File: config.mk
export PLATFORM = sky130hd
export DESIGN_NAME = cmd_physical
export DESIGN_NICKNAME = d
export VERILOG_FILES = /design/src/rtl/sd_cmd_pkg.sv /design/src/rtl/crc7_serial.sv /design/src/rtl/cmd_physical.sv
export SDC_FILE = /design/constraint.sdc
export NUM_CORES = 1
export LEC_CHECK = 0
export BUFFER_PORTS_ARGS = -buffer_cell sky130_fd_sc_hd__buf_2
export CAP_MARGIN = 20
export CORE_MARGIN = 2
export CORE_UTILIZATION = 50
export CTS_BUF_LIST = sky130_fd_sc_hd__clkbuf_4 sky130_fd_sc_hd__clkbuf_8
export DETAILED_ROUTE_END_ITERATION = 8
export PLACE_DENSITY = 0.77
export SLEW_MARGIN = 20
export SYNTH_ARGS = -nofsm -noshare
export SYNTH_HDL_FRONTEND = slang
export SYNTH_SLANG_ARGS = --single-unit
File: constraint.sdc
create_clock -name CLK_SD_card -period 2.49 [get_ports CLK_SD_card]
set_clock_uncertainty 0.05 [all_clocks]
set_input_delay 0.3735 -clock CLK_SD_card [delete_from_list [all_inputs] [get_ports CLK_SD_card]]
set_output_delay 0.3735 -clock CLK_SD_card [all_outputs]
set_load 0.1 [all_outputs]
File: src/rtl/sd_cmd_pkg.sv
// Shared definitions for the SD command physical layer.
// Contents: frame/command lengths, CRC7 polynomial, field offsets within the
// received response (start bit excluded), and the one-hot FSM state encoding.
package sd_cmd_pkg;

  localparam int unsigned FrameLen = 48;
  localparam int unsigned CmdLen   = 38;
  localparam logic [6:0]  Crc7Poly = 7'h09;

  // Offsets into the 47 response bits that follow the start bit.
  localparam int unsigned RxTxBit  = 46;
  localparam int unsigned RxIdxMsb = 45;
  localparam int unsigned RxIdxLsb = 40;
  localparam int unsigned RxArgLsb = 8;
  localparam int unsigned RxCrcMsb = 7;
  localparam int unsigned RxCrcLsb = 1;
  localparam int unsigned RxEndBit = 0;

  typedef enum logic [7:0] {
    StIdle      = 8'b0000_0001,
    StAck       = 8'b0000_0010,
    StSend      = 8'b0000_0100,
    StWaitResp  = 8'b0000_1000,
    StReceive   = 8'b0001_0000,
    StCheck     = 8'b0010_0000,
    StHandshake = 8'b0100_0000,
    StRelease   = 8'b1000_0000
  } phy_state_e;

endpackage

File: src/rtl/crc7_serial.sv
// Serial CRC7 (x^7 + x^3 + 1), MSB first, initial value 0.
// Ports:
//   clk    - clock
//   reset  - asynchronous active-low reset
//   clear  - synchronous clear to 0 (wins over enable)
//   enable - absorb bit_in this cycle
//   bit_in - serial data bit
//   crc    - current CRC register
module crc7_serial
  import sd_cmd_pkg::*;
(
  input  logic       clk,
  input  logic       reset,
  input  logic       clear,
  input  logic       enable,
  input  logic       bit_in,
  output logic [6:0] crc
);

  logic [6:0] crc_q, crc_d;
  logic       fb;

  always_comb begin
    crc_d = crc_q;
    fb    = bit_in ^ crc_q[6];
    if (clear) begin
      crc_d = '0;
    end else if (enable) begin
      crc_d = {crc_q[5:0], 1'b0} ^ (fb ? Crc7Poly : 7'h00);
    end
  end

  always_ff @(posedge clk or negedge reset) begin
    if (!reset) begin
      crc_q <= '0;
    end else begin
      crc_q <= crc_d;
    end
  end

  assign crc = crc_q;

endmodule

File: src/rtl/cmd_physical.sv
// Card-side SD CMD line PHY: serializes a 38-bit command into a 48-bit frame,
// receives the 48-bit short response, checks it and returns it via REQ/ACK.
// Ports:
//   CLK_SD_card  - clock, one CMD bit per cycle
//   reset        - asynchronous active-low reset
//   REQ_in       - command request (level) from the master
//   ACK_in       - master acknowledge of the response
//   cmd_to_send  - [37:32] index, [31:0] argument
//   cmd_pin_in   - sampled CMD line
//   cmd_pin_out  - CMD drive value; cmd_pin_oe - CMD output enable
//   ACK_out      - one-cycle command-accepted pulse
//   REQ_out      - response ready (level)
//   cmd_response - received index/argument; cmd_error - response error
//   phy_busy     - FSM not idle
module cmd_physical
  import sd_cmd_pkg::*;
#(
  parameter int unsigned NCR_MAX     = 64,
  parameter bit          CHECK_INDEX = 1'b1
) (
  input  logic              CLK_SD_card,
  input  logic              reset,
  input  logic              REQ_in,
  input  logic              ACK_in,
  input  logic [CmdLen-1:0] cmd_to_send,
  input  logic              cmd_pin_in,
  output logic              cmd_pin_out,
  output logic              cmd_pin_oe,
  output logic              ACK_out,
  output logic              REQ_out,
  output logic [CmdLen-1:0] cmd_response,
  output logic              cmd_error,
  output logic              phy_busy
);

  localparam int unsigned NcrW = $clog2(NCR_MAX + 1);

  phy_state_e          state_q, state_d;
  logic [FrameLen-1:0] tx_q, tx_d;
  logic [FrameLen-2:0] rx_q, rx_d;
  logic [5:0]          bit_cnt_q, bit_cnt_d;
  logic [NcrW-1:0]     ncr_q, ncr_d;
  logic [5:0]          idx_q, idx_d;
  logic                pin_out_q, pin_out_d, oe_q, oe_d, ack_q, ack_d;
  logic                req_q, req_d, err_q, err_d, busy_q, busy_d;
  logic [CmdLen-1:0]   resp_q, resp_d;
  logic                crc_clear, crc_en, crc_bit;
  logic [6:0]          crc;

  // One CRC engine shared: TX frame during SEND, response during RECEIVE.
  crc7_serial u_crc (
    .clk    (CLK_SD_card),
    .reset  (reset),
    .clear  (crc_clear),
    .enable (crc_en),
    .bit_in (crc_bit),
    .crc    (crc)
  );

  always_comb begin
    state_d   = state_q;
    tx_d      = tx_q;
    rx_d      = rx_q;
    bit_cnt_d = bit_cnt_q;
    ncr_d     = ncr_q;
    idx_d     = idx_q;
    pin_out_d = pin_out_q;
    oe_d      = oe_q;
    ack_d     = ack_q;
    req_d     = req_q;
    err_d     = err_q;
    resp_d    = resp_q;
    crc_clear = 1'b0;
    crc_en    = 1'b0;
    crc_bit   = 1'b0;
    unique case (state_q)
      StIdle: begin
        crc_clear = 1'b1;
        if (REQ_in) begin
          // CRC slot left zero; filled in on the fly once 40 bits have gone out.
          tx_d    = {1'b0, 1'b1, cmd_to_send, 7'h00, 1'b1};
          idx_d   = cmd_to_send[37:32];
          resp_d  = '0;
          err_d   = 1'b0;
          ack_d   = 1'b1;
          state_d = StAck;
        end
      end
      StAck: begin
        ack_d     = 1'b0;
        bit_cnt_d = 6'd47;
        oe_d      = 1'b1;
        pin_out_d = tx_q[47];
        tx_d      = {tx_q[46:0], 1'b0};
        crc_en    = 1'b1;
        crc_bit   = tx_q[47];
        state_d   = StSend;
      end
      StSend: begin
        // bit_cnt_q is the index of the bit currently on the pin.
        if (bit_cnt_q == 6'd0) begin
          oe_d      = 1'b0;
          pin_out_d = 1'b1;
          ncr_d     = '0;
          state_d   = StWaitResp;
        end else begin
          bit_cnt_d = bit_cnt_q - 6'd1;
          if (bit_cnt_q == 6'd8) begin
            // Next bit is CRC[6]; splice the finished CRC into the zeroed slot.
            pin_out_d = crc[6];
            tx_d      = {crc[5:0], tx_q[40:0], 1'b0};
          end else begin
            pin_out_d = tx_q[47];
            tx_d      = {tx_q[46:0], 1'b0};
            crc_en    = (bit_cnt_q >= 6'd9);
            crc_bit   = tx_q[47];
          end
        end
      end
      StWaitResp: begin
        if (!cmd_pin_in) begin
          crc_clear = 1'b1;
          bit_cnt_d = 6'd46;
          state_d   = StReceive;
        end else if (ncr_q == NcrW'(NCR_MAX - 1)) begin
          err_d   = 1'b1;
          resp_d  = '0;
          req_d   = 1'b1;
          state_d = StHandshake;
        end else begin
          ncr_d = ncr_q + 1'b1;
        end
      end
      StReceive: begin
        rx_d    = {rx_q[45:0], cmd_pin_in};
        crc_en  = (bit_cnt_q >= 6'd8);
        crc_bit = cmd_pin_in;
        if (bit_cnt_q == 6'd0) begin
          state_d = StCheck;
        end else begin
          bit_cnt_d = bit_cnt_q - 6'd1;
        end
      end
      StCheck: begin
        err_d = rx_q[RxTxBit] | ~rx_q[RxEndBit] | (rx_q[RxCrcMsb:RxCrcLsb] != crc) |
                (CHECK_INDEX && (rx_q[RxIdxMsb:RxIdxLsb] != idx_q));
        resp_d  = rx_q[RxIdxMsb:RxArgLsb];
        req_d   = 1'b1;
        state_d = StHandshake;
      end
      StHandshake: begin
        if (ACK_in) begin
          req_d   = 1'b0;
          state_d = StRelease;
        end
      end
      StRelease: begin
        if (!REQ_in) begin
          state_d = StIdle;
        end
      end
      default: state_d = StIdle;
    endcase
    busy_d = (state_d != StIdle);
  end

  always_ff @(posedge CLK_SD_card or negedge reset) begin
    if (!reset) begin
      state_q   <= StIdle;
      tx_q      <= '0;
      rx_q      <= '0;
      bit_cnt_q <= '0;
      ncr_q     <= '0;
      idx_q     <= '0;
      pin_out_q <= 1'b1;
      oe_q      <= 1'b0;
      ack_q     <= 1'b0;
      req_q     <= 1'b0;
      err_q     <= 1'b0;
      resp_q    <= '0;
      busy_q    <= 1'b0;
    end else begin
      state_q   <= state_d;
      tx_q      <= tx_d;
      rx_q      <= rx_d;
      bit_cnt_q <= bit_cnt_d;
      ncr_q     <= ncr_d;
      idx_q     <= idx_d;
      pin_out_q <= pin_out_d;
      oe_q      <= oe_d;
      ack_q     <= ack_d;
      req_q     <= req_d;
      err_q     <= err_d;
      resp_q    <= resp_d;
      busy_q    <= busy_d;
    end
  end

  assign cmd_pin_out  = pin_out_q;
  assign cmd_pin_oe   = oe_q;
  assign ACK_out      = ack_q;
  assign REQ_out      = req_q;
  assign cmd_response = resp_q;
  assign cmd_error    = err_q;
  assign phy_busy     = busy_q;

endmodule

* Word-level counts from Yosys, hierarchy flattened
Cells that the tools add are included.
** Word-level totals
- Bits of input ports :: 43
- Output and inout port bits :: 44
- Flip-flop bits (word level) :: 173
- Word-level logic and storage cells :: 111
** Operators by class
- Reductions and logical operators :: 18
- $add $sub $neg :: 2
- Magnitude comparators :: 2
- Eq/ne operators :: 22
- Bitwise logic cells :: 6
- Muxes and demuxes :: 47
** Operators by type and width (number)
- 48-bit 2-to-1 mux :: 3
- 48-bit one-hot mux with 3 select lines :: 1
- 38-bit 2-to-1 mux :: 3
- 38-bit one-hot mux with 3 select lines :: 1
- 8-bit one-hot mux with 8 select lines :: 1
- 8-bit 2-to-1 mux :: 7
- 7-bit 2-to-1 mux :: 5
- 2-bit inequality test (second input constant) :: 9
- 6-bit one-hot mux with 3 select lines :: 1
- 7-bit one-hot mux with 2 select lines :: 1
- 1-bit 2-to-1 mux :: 13
- 6-bit by 4-bit >= comparator with 1-bit output (second input constant) :: 2
- 6-bit 2-to-1 mux :: 2
- 1-bit one-hot mux with 3 select lines :: 4
- 4-bit AND reduction :: 3
- 3-bit nonzero test :: 4
- 8-bit by 1-bit equality test with 1-bit output (second input constant) :: 1
- 8-bit by 2-bit equality test with 1-bit output (second input constant) :: 1
- 8-bit by 3-bit equality test with 1-bit output (second input constant) :: 1
- 8-bit by 4-bit equality test with 1-bit output (second input constant) :: 1
- 8-bit by 5-bit equality test with 1-bit output (second input constant) :: 1
- 8-bit by 6-bit equality test with 1-bit output (second input constant) :: 1
- 8-bit by 7-bit equality test with 1-bit output (second input constant) :: 1
- 8-bit equality test (second input constant) :: 1
- 18 further kinds :: 29

* Longest topological paths before layout
- Depth after elaboration :: 9
- Gate-level depth with buffers :: 10
- Mapped depth without buffers :: 8

* By module
A second synthesis with hierarchy kept.
** Second synthesis, totals
- Cells, all modules :: 744
- Area total of the unflattened synthesis :: 7497.2 um2
** By module, submodules not included
- cmd_physical :: times used 1, sequential area each 4156.5 um2, area each 7189.4 um2, cells an instance 716
- crc7_serial :: times used 1, sequential area each 175.2 um2, area each 307.8 um2, cells an instance 28

* Worst setup path after synthesis
Ideal clock, no wire load.
- Path type :: reg2reg
- Start point :: reg state_q[6]
- End point :: reg resp_q[22] (netlist: cmd_response[22])
- Clock period less this slack :: 2.064 ns
- Path buffers :: 2
- Slack :: 0.426 ns
- Setup time :: 0.123 ns
- Required time :: 2.317 ns
- Cell stages (with the launch flop) :: 8
- Arrival :: 1.891 ns
- Cell sequence :: dfrtp_1 buf_6 or4_4 nor3_4 a21o_4 o21bai_4 buf_6 a22o_1
** On the way
- Longest elaborated chain between the ends :: 3
- Elaborated cells between the ends (all ways) :: 9
- Classes of those cells :: eq/ne: 6; mux: 1; reduce/logical: 2
** Ends and longest elaborated chain
- start: declaration :: RTL line cmd_physical.sv:38 : phy_state_e state_q, state_d;
- start signal: assignment :: RTL line cmd_physical.sv:169 : state_q <= StIdle;
- start signal: assignment :: RTL line cmd_physical.sv:183 : state_q <= state_d;
- 8-bit by 4-bit equality test with 1-bit output, or another cell as far along :: RTL line cmd_physical.sv:76 : unique case (state_q)
- 2-bit inequality test (no line) or 3-bit nonzero test (tied branches)
- 4-bit AND reduction (no line)
- end signal: assignment :: RTL line cmd_physical.sv:194 : resp_q <= resp_d;
- end: declaration :: RTL line cmd_physical.sv:46 : logic [CmdLen-1:0] resp_q, resp_d;
Several ways; a longest one is shown, not always the timed one.
A chain may end at the register's enable or synchronous reset.

* Final worst setup path
- Start point :: reg ncr_q[0]
- End point :: reg resp_q[34] (netlist: cmd_response[34])
** On the way
- Longest elaborated chain between the ends :: 3
** Ends and longest elaborated chain
- start: declaration :: RTL line cmd_physical.sv:42 : logic [NcrW-1:0] ncr_q, ncr_d;
- start signal: assignment :: RTL line cmd_physical.sv:187 : ncr_q <= ncr_d;
- 7-bit by 6-bit equality test with 1-bit output :: RTL line cmd_physical.sv:125 : end else if (ncr_q == NcrW'(NCR_MAX - 1)) begin
- 2-bit inequality test (no line)
- 4-bit AND reduction (no line)
Every way passes these cells.

==> summary.md <==
| Metric | Value |
|---|---|
| Initial antenna violation count | `0` |
| Hold WC Path Type | `in -> reg` |
| Syn_nets | `683` |
| Vias in the first global route | `5398` |
| Most common cell after layout, fill and taps aside | `dfrtp_1` |
| Crit Path Class | `reg -> reg` |
| Required time of the worst setup path | `2.79 ns` |
| Crit path time final | `2.29 ns` |
| Synth warnings | `0` |
| Ratio of cells with drive above 1 in the final layout | `0.276` |
| Nets@finish | `768` |
| Routed Antenna Nets | `0` |
| Synth-to-Final Area Change | `13.5%` |
| Library cells used by synthesis | `64` |
| Synthesized area per cell | `11.8 µm²` |
| LEAKAGE | `4.21 nW` |
| Critical path arrival | `2.59 ns` |
| Later-pin clock latency in the skew report | `0.47 ns` |
| Main flop type after synthesis | `dfrtp_1` |
| CP Launch Type | `register` |
| Die area | `16000 µm²` |
| Largest net degree at the start of global routing | `80` |
| Starting Density | `0.515` |
| Initial DRC Count | `480` |
| Rel. slew slack | `0.379` |
| # fillers | `1200` |
| H-tree depth | `4` |
| Clk buf depth | `2` |
| Hold violation count in the final report | `0` |
| Core area | `14600 µm²` |
| Yosys reg bits | `173` |
| Post-DP HPWL | `10.6 mm` |
| Grt ovf | `0` |
| Ys async rst share | `1.00` |
| Num CTS Buffers | `17` |
| Post-synthesis sequential area ratio | `0.576` |
| Die Y | `127 µm` |
| Setup Total Neg Slack | `0 ns` |
| VDD IR max | `0.675 mV` |
| Cell count after synthesis | `638` |
| CP endpoint kind | `register` |
| Synth Cell Area | `7520 µm²` |
| Post-route DRC | `0` |
| Worst Path Max Fanout | `40` |
| Final setup viols | `0` |
| Die W | `127 µm` |
| Unrepaired setup endpoints after global routing | `false` |
| Status | `completed` |
| Via density | `5.61` |
| GPL Wtd Cong | `0.818` |
| Fin Hold WS | `0.0732 ns` |
| IO Count | `87` |
| Row count | `44` |
| Slew at the pin closest to its max-slew limit | `0.929 ns` |
| Routed len/inst | `16.4 µm` |
| Number of max-cap violations | `0` |
| Via count | `5171` |
| Clock slew at reported path FFs | `0.09 ns` |
| Most frequent cells in the layout | `171 x dfrtp_1, 85 x buf_2, 65 x nor2_1` |
| Placed cell areas | `8130 µm²` |
| Post-synth EDFFs | `0` |
| Final WL | `15.1 mm` |
| Slew Viols, Final | `0` |
| IO Port Bufs | `86` |
| Period utilization | `0.918` |
| Post-route cell area | `8530 µm²` |
| Power density over the cells | `1010 nW/µm²` |
| First-pass GRT wire length | `26.3 mm` |
| Clock root cell | `clkbuf_8` |
| CTS tree | `yes` |
| Clock tree sinks | `173` |
| Overall Global Routing Usage | `0.204` |
| Fmax | `438 MHz` |
| Drt first pass iters | `7` |
## worst paths after layout
check | start | endpoint | slack, ns | depth (start not counted)
max in group asynchronous | reset | cmd_pin_out | 1.29 | 3
worst max-delay path | ncr_q[0] | cmd_response[34] | 0.20 | 6
worst min-delay path | cmd_to_send[36] | idx_q[4] | 0.07 | 3
worst min register to register | tx_q[6] | tx_q[7] | 0.44 | 2
worst max register to register | ncr_q[0] | cmd_response[34] | 0.20 | 6
min in group asynchronous | reset | tx_q[26] | 0.38 | 2
## cell families (layout without fill, tap and decap cells)
logic type | after synthesis | after routing | share of synthesized area
AO/OA/AOI/OAI | 147 | 147 | 0.132
XOR/XNOR | 22 | 22 | 0.0256
adder cells (fa/ha/maj) | 2 | 2 | 0.00333
buffers and inverters | 47 | 145 | 0.0355
flip-flops | 173 | 173 | 0.576
multiplexers | 80 | 80 | 0.114
other | 0 | 1 | 0
AND/OR/NAND/NOR | 167 | 167 | 0.113
## cell usage after synthesis (8+ instances only)
cell type | count | area [µm²]
xor2_1 | 9 | 78.8
xnor2_1 | 13 | 114
inv_1 | 11 | 41.3
dfrtp_1 | 171 | 4280
nor2_1 | 65 | 244
nand3_1 | 8 | 40.0
a21oi_1 | 51 | 255
mux2i_1 | 34 | 340
o21ai_0 | 24 | 120
clkbuf_1 | 15 | 56.3
buf_6 | 8 | 90.1
mux2_2 | 46 | 518
nand2_1 | 50 | 188
a22o_1 | 38 | 333
## metrics by stage
stage	util	worst slack, ns	total power, mW	instances
2_1_floorplan	-	0.426	6.23	638
3_3_place_gp	0.558	0.273	6.60	887
3_5_place_dp	0.558	0.179	6.80	887
4_1_cts	0.585	0.151	8.70	920
5_1_grt	0.585	0.0380	9.23	920
6_report	0.585	0.205	8.63	921
## state kept, by name, summed over array words and instances, names as in the netlist
register / count
ACK_out: 1
REQ_out: 1
bit_cnt_q: 6
cmd_error: 1
cmd_pin_oe: 1
cmd_pin_out: 1
cmd_response: 38
idx_q: 6
ncr_q: 7
phy_busy: 1
rx_q: 47
state_q: 8
tx_q: 48
u_crc.crc: 7
## where the power goes
group | switching (mW) | leakage (nW) | internal, mW | total, mW
clock | 1.05 | 0.192 | 0.835 | 1.89
sequential | 0.468 | 2.20 | 3.47 | 3.94
combinational | 1.73 | 1.81 | 1.08 | 2.80
total | 3.25 | 4.21 | 5.38 | 8.63
## routing by layer
layer	GRT usage	vias up	part of all wire	wire, µm
met3	0.0607	27	0.057	869
met1	0.266	2563	0.43	6530
met2	0.324	145	0.49	7420
li1	-	2436	-	-
met4	0.0750	0	0.020	300
met5	0	-	0	0
## repair_timing
item / in CTS / in global routing
hold buffers: 1 / 0
setup endpoints to repair: 0 / 3
setup buffers: 0 / 0
endpoints found under the hold margin: 57 / 0
resized for setup: 0 / 2
## critical path, stage by stage (launching register included)
cell	delay, ns
dfrtp_1	0.42
ha_1	0.19
nand3_1	0.13
nor3_1	0.58
a21o_4	0.23
o21bai_4	0.26
a22o_1	0.30
## area by class of cell
| type | instances | area (µm²) | area share |
|---|---|---|---|
| clock buffers | 18 | 248 | 0.0290 |
| multi-input cells | 418 | 2920 | 0.343 |
| clock inverters | 14 | 136 | 0.0160 |
| well taps | 184 | 230 | 0.0270 |
| inverters | 12 | 45.0 | 0.00528 |
| flip-flops and latches | 173 | 4330 | 0.508 |
| repair buffers | 101 | 614 | 0.0720 |
| diodes | 1 | 2.50 | 0.000293 |
No activity file was read; power rests on OpenSTA's default activity.
